<file path="src/rtl/gate_truth_sequencer_if.sv">
// Control, status and gate-under-test signals of the truth-table sequencer.
// master is the sequencer side; slave is the host / gate environment side.
interface gate_truth_sequencer_if;
  logic       start;
  logic       abort;
  logic       gate_a;
  logic       gate_b;
  logic       gate_y;
  logic       busy;
  logic       done;
  logic       pass;
  logic [3:0] observed;
  logic [2:0] err_count;

  modport master (
    input  start, abort, gate_y,
    output gate_a, gate_b, busy, done, pass, observed, err_count
  );

  modport slave (
    output start, abort, gate_y,
    input  gate_a, gate_b, busy, done, pass, observed, err_count
  );
endinterface

</file>
<file path="src/rtl/gate_truth_sequencer.sv">
// Walks a 2-input gate through vectors 00..11, samples its output after a settle
// interval, compares against EXPECT and reports observed bits, error count and pass.
module gate_truth_sequencer #(
  parameter int unsigned SETTLE_CYCLES = 2,
  parameter logic [3:0]  EXPECT        = 4'b0111
) (
  input  logic                   clk,
  input  logic                   rst,
  gate_truth_sequencer_if.master bus
);

  localparam logic [1:0] ST_IDLE   = 2'd0;
  localparam logic [1:0] ST_SETTLE = 2'd1;
  localparam logic [1:0] ST_SAMPLE = 2'd2;
  localparam logic [1:0] ST_DONE   = 2'd3;

  localparam logic [7:0] SETTLE_RELOAD = 8'(SETTLE_CYCLES - 1);

  logic [1:0] state_q, state_d;
  logic [1:0] idx_q, idx_d;
  logic [7:0] cnt_q, cnt_d;
  logic       gate_a_q, gate_a_d;
  logic       gate_b_q, gate_b_d;
  logic       busy_q, busy_d;
  logic       done_q, done_d;
  logic       pass_q, pass_d;
  logic [3:0] observed_q, observed_d;
  logic [2:0] err_q, err_d;

  always_comb begin
    state_d    = state_q;
    idx_d      = idx_q;
    cnt_d      = cnt_q;
    gate_a_d   = gate_a_q;
    gate_b_d   = gate_b_q;
    busy_d     = busy_q;
    done_d     = 1'b0;
    pass_d     = pass_q;
    observed_d = observed_q;
    err_d      = err_q;

    case (state_q)
      ST_IDLE: begin
        if (bus.start) begin
          state_d    = ST_SETTLE;
          idx_d      = 2'd0;
          cnt_d      = SETTLE_RELOAD;
          gate_a_d   = 1'b0;
          gate_b_d   = 1'b0;
          busy_d     = 1'b1;
          pass_d     = 1'b0;
          observed_d = 4'b0000;
          err_d      = 3'd0;
        end
      end
      ST_SETTLE: begin
        if (bus.abort) begin
          state_d  = ST_IDLE;
          gate_a_d = 1'b0;
          gate_b_d = 1'b0;
          busy_d   = 1'b0;
          pass_d   = 1'b0;
        end else if (cnt_q == 8'd0) begin
          state_d = ST_SAMPLE;
        end else begin
          cnt_d = cnt_q - 8'd1;
        end
      end
      ST_SAMPLE: begin
        if (bus.abort) begin
          state_d  = ST_IDLE;
          gate_a_d = 1'b0;
          gate_b_d = 1'b0;
          busy_d   = 1'b0;
          pass_d   = 1'b0;
        end else begin
          observed_d[idx_q] = bus.gate_y;
          if ((bus.gate_y != EXPECT[idx_q]) && (err_q != 3'd4))
            err_d = err_q + 3'd1;
          if (idx_q != 2'd3) begin
            state_d              = ST_SETTLE;
            idx_d                = idx_q + 2'd1;
            {gate_a_d, gate_b_d} = idx_q + 2'd1;
            cnt_d                = SETTLE_RELOAD;
          end else begin
            // Final verdict is registered on entry to DONE so it aligns with the done pulse.
            state_d  = ST_DONE;
            gate_a_d = 1'b0;
            gate_b_d = 1'b0;
            busy_d   = 1'b0;
            done_d   = 1'b1;
            pass_d   = (err_d == 3'd0);
          end
        end
      end
      default: begin
        state_d = ST_IDLE;
      end
    endcase
  end

  always_ff @(posedge clk) begin
    if (rst) begin
      state_q    <= ST_IDLE;
      idx_q      <= 2'd0;
      cnt_q      <= 8'd0;
      gate_a_q   <= 1'b0;
      gate_b_q   <= 1'b0;
      busy_q     <= 1'b0;
      done_q     <= 1'b0;
      pass_q     <= 1'b0;
      observed_q <= 4'b0000;
      err_q      <= 3'd0;
    end else begin
      state_q    <= state_d;
      idx_q      <= idx_d;
      cnt_q      <= cnt_d;
      gate_a_q   <= gate_a_d;
      gate_b_q   <= gate_b_d;
      busy_q     <= busy_d;
      done_q     <= done_d;
      pass_q     <= pass_d;
      observed_q <= observed_d;
      err_q      <= err_d;
    end
  end

  assign bus.gate_a    = gate_a_q;
  assign bus.gate_b    = gate_b_q;
  assign bus.busy      = busy_q;
  assign bus.done      = done_q;
  assign bus.pass      = pass_q;
  assign bus.observed  = observed_q;
  assign bus.err_count = err_q;

endmodule

</file>
<file path="src/flat_wrapper.sv">
// flat-port wrapper written by rule: the top's interface ports become plain ports
module gate_truth_sequencer_flat 
#(
  parameter int unsigned SETTLE_CYCLES = 2,
  parameter logic [3:0]  EXPECT        = 4'b0111
)
  (clk, rst, bus_start, bus_abort, bus_gate_y, bus_gate_a, bus_gate_b, bus_busy, bus_done, bus_pass, bus_observed, bus_err_count);
  gate_truth_sequencer_if bus_i ();
  input  logic clk;
  input  logic rst;
  input wire logic [$bits(bus_i.start)-1:0] bus_start;
  input wire logic [$bits(bus_i.abort)-1:0] bus_abort;
  input wire logic [$bits(bus_i.gate_y)-1:0] bus_gate_y;
  output wire logic [$bits(bus_i.gate_a)-1:0] bus_gate_a;
  output wire logic [$bits(bus_i.gate_b)-1:0] bus_gate_b;
  output wire logic [$bits(bus_i.busy)-1:0] bus_busy;
  output wire logic [$bits(bus_i.done)-1:0] bus_done;
  output wire logic [$bits(bus_i.pass)-1:0] bus_pass;
  output wire logic [$bits(bus_i.observed)-1:0] bus_observed;
  output wire logic [$bits(bus_i.err_count)-1:0] bus_err_count;
  assign bus_i.start = bus_start;
  assign bus_i.abort = bus_abort;
  assign bus_i.gate_y = bus_gate_y;
  assign bus_gate_a = bus_i.gate_a;
  assign bus_gate_b = bus_i.gate_b;
  assign bus_busy = bus_i.busy;
  assign bus_done = bus_i.done;
  assign bus_pass = bus_i.pass;
  assign bus_observed = bus_i.observed;
  assign bus_err_count = bus_i.err_count;
  gate_truth_sequencer #(.SETTLE_CYCLES(SETTLE_CYCLES), .EXPECT(EXPECT)) u_core (.clk(clk), .rst(rst), .bus(bus_i));
endmodule
</file>
<file path="config.mk">
export PLATFORM = sky130hd
export DESIGN_NAME = gate_truth_sequencer_flat
export DESIGN_NICKNAME = d
export VERILOG_FILES = /design/src/rtl/gate_truth_sequencer_if.sv /design/src/rtl/gate_truth_sequencer.sv /design/src/flat_wrapper.sv
export SDC_FILE = /design/constraint.sdc
export NUM_CORES = 1
export LEC_CHECK = 0
export ABC_AREA = 1
export CAP_MARGIN = 40
export CELL_PAD_IN_SITES_DETAIL_PLACEMENT = 1
export CELL_PAD_IN_SITES_GLOBAL_PLACEMENT = 1
export CORE_UTILIZATION = 40
export DETAILED_ROUTE_END_ITERATION = 6
export HOLD_SLACK_MARGIN = 0.02
export PLACE_DENSITY_LB_ADDON = 0.1
export RECOVER_POWER = 100
export SKIP_LAST_GASP = 1
export SLEW_MARGIN = 20
export SYNTH_ARGS = -nofsm -noshare
export SYNTH_HDL_FRONTEND = slang
export SYNTH_SLANG_ARGS = --single-unit
</file>
<file path="constraint.sdc">
create_clock -name clk -period 1.9 [get_ports clk]
set_input_delay 0.19 -clock clk [delete_from_list [all_inputs] [get_ports clk]]
set_output_delay 0.19 -clock clk [all_outputs]
set_load 0.03 [all_outputs]
</file>
==> metrics.log <==
[metrics] total via count in the routed design: 1446
[metrics] Max Transition Viols Final: 0
[metrics] postcts setup bufs: 0
[metrics] non-filler cells in the finished layout: 271
[metrics] via count of the first global-routing pass: 1523
[metrics] Syn Inst Count: 208
[metrics] net count after synthesis: 226
[metrics] site row count: 21
[metrics] maxcap violations: 0
[metrics] Remaining DRCs: 0
[metrics] DRT antenna net count: 0
[metrics] detailed-route vias per instance: 5.336
[metrics] Die Height: 62.73 um
[metrics] leakage power summed over all cells: 0.7631 nW
[metrics] starting density of the core: 0.4286
[metrics] Horiz. Die Dim: 62.73 um
[metrics] pin count of the biggest net entering global routing: 17
[metrics] total power consumption of the routed design: 1.714 mW
[metrics] worst voltage drop across the vdd grid: 0.3793 mV
[metrics] number of antenna cells inserted: 0
[metrics] die area: 0.003935 mm^2
[metrics] setup repair after global routing missed its margin: false
[metrics] run status: complete, no violations
[metrics] IO buf count: 16
[metrics] startpoint types: register
[metrics] Clock transition at path regs: 0.09 ns
[metrics] HPWL reported at the end of detailed placement: 3172 um
[metrics] accumulated negative setup slack: 0 ns
[metrics] logic depth of the worst register-to-register path: 9
[metrics] hold buffer count at CTS: 0
[metrics] I/O pin total: 17
[metrics] most frequent cells in the layout: nand2_1, a21oi_1, dfxtp_1
[metrics] final number of hold-violating endpoints: 0
[metrics] global placer's final weighted congestion: 0.8197
[metrics] number of distinct library cell variants in the gate-level netlist after synthesis: 22
[metrics] sink count of the clock tree: 24
[metrics] antenna violations before repair: 0
[metrics] final core area utilization: 0.5082
[metrics] total of warnings raised by yosys: 0
[metrics] minimum period implied by the final worst setup slack: 1.734 ns
[metrics] area of the core: 0.003442 mm^2
[metrics] number of flip-flops and latches in the synthesized netlist: 24
[metrics] maximum clock frequency: 576.7 MHz
[metrics] part of the Yosys area used for sequential elements: 0.3257
[metrics] WP data required: 2.11 ns
[metrics] number of iterations in the first detailed-routing pass: 4
[metrics] P per Cell Area: 980.0 mW/mm^2
[metrics] setup violators final: 0
[metrics] worst skew pair latency: 0.27 ns
[metrics] layout net count: 244
[metrics] class of the worst hold path: register to register
[metrics] Overflow after GRT: 0
[metrics] Syn Area/Cell: 7.092 um^2
[metrics] cell chosen for the clock root: clkbuf_8
[metrics] detailed-route wire length per cell: 14.99 um
[metrics] Critical Path End Type: register
[metrics] number of placed instances with taps included: 267
[metrics] worst clock skew on the final layout: 0.002828 ns
[metrics] Max-slew headroom: 0.7383
[metrics] largest fanout on the critical path: 6
[metrics] GRT Resource Usage Total: 0.2309
[metrics] Inserted Clock Buffers: 3
[metrics] hold path depth: 2
[metrics] drt total wl: 4062 um
[metrics] Longest Clk Path Bufs: 2
[metrics] violation count after the first detailed-routing iteration: 33
[metrics] number of H-tree levels: 1
[metrics] first-pass GRT wire length: 7100 um
[metrics] data arrival at the endpoint of the critical path: 1.94 ns
[metrics] most common cell after layout, fill and taps aside: nand2_1
[metrics] Area growth syn-to-layout: 18.58%
[metrics] layout cells sized above 1: 0.1244
[metrics] share of the clock period used by the worst path after layout: 0.9126
[metrics] clock tree from TritonCTS: done
[metrics] Cell Area, Synth: 0.001475 mm^2
[metrics] actual transition at the worst max-transition pin: 0.3925 ns
[metrics] critical path start-end classification: register to register
[worst max-delay path, stage by stage, from the launching register on]
cell and delay [ns]:
dfxtp_1 0.42, inv_1 0.09, ha_1 0.32, inv_2 0.16, nor2_4 0.05, nor2_2 0.20, inv_2 0.09, nor2_4 0.12
o21ai_0 0.09, a21oi_1 0.13
[cells by family after synthesis]
family	share of synthesized area
and+or+nand+nor	0.3257
adders and majority gates	0.1103
xor gates and xnor gates	0.01188
AOI/OAI and AO/OA	0.1374
DFF	0.3257
buffers and inverters	0.08906
[flip-flops by register name, indices dropped and copies added (netlist names)]
| name | cells |
|---|---|
| u_core.bus.done | 1 |
| u_core.bus.observed | 4 |
| u_core.bus.busy | 1 |
| u_core.idx_q | 2 |
| u_core.bus.pass | 1 |
| u_core.bus.gate_b | 1 |
| u_core.bus.gate_a | 1 |
| u_core.state_q | 2 |
| u_core.cnt_q | 8 |
| u_core.bus.err_count | 3 |
[layer usage]
layer	routed length, um	global-route usage	up-vias	share of wire
met5	0	0	-	0
met4	61	0.09012	0	0.015
met3	116	0.04015	7	0.029
met2	2056	0.4171	20	0.51
met1	1828	0.2673	710	0.45
li1	-	-	709	-
[power by group]
part	switching, mW	internal [mW]
logic	0.430	0.215
clock network	0.174	0.282
registers	0.0562	0.557
[through the flow]
stage               hold slack, ns  instance area [um^2]  setup WS (ns)
floorplan                   0.2685                  1475         0.3854
global placement            0.4498                  1670         0.1916
detailed placement          0.4606                  1670         0.1348
CTS                         0.4769                  1742        0.09969
global route                0.4994                  1749       0.002199
finish                      0.4689                  1749         0.1661
[synthesized netlist by cell type (all sizes together)]
cell type  number  share of area
clkbuf          2         0.0051
nand3b          1         0.0051
inv            27          0.069
nand2          45           0.13
nor3            2         0.0068
a21oi          26          0.091
o21ai          13          0.047
buf             2          0.015
dfxtp          24           0.33
nand4           8          0.034
nor2           27          0.094
ha             13           0.11
xor2            2          0.012
nand3          16          0.054
[final timing paths]
kind | slack (ns) | start | to
setup / recovery | 0.17 | u_core.state_q[1] | u_core.bus.busy
hold / removal | 0.47 | u_core.bus.observed[2] | u_core.bus.observed[2]
setup reg to reg | 0.17 | u_core.state_q[1] | u_core.bus.busy
hold reg to reg | 0.47 | u_core.bus.observed[2] | u_core.bus.observed[2]
[cell type report]
class                      instances  area, um^2
fill                             449        1693
multi-input combinational        153       870.8
sequential                        24       480.5
timing repair buffer              17       167.7
inverter                          27       101.3
tap                               46       57.56
clock buffer                       3       41.29
clock inverter                     1       30.03
[repair_timing]
item	4_1_cts	5_1_grt
resized for setup	0	3
endpoints found under the setup margin	0	8
endpoints found under the hold margin	0	0
No activity file was read; power rests on OpenSTA's default activity.
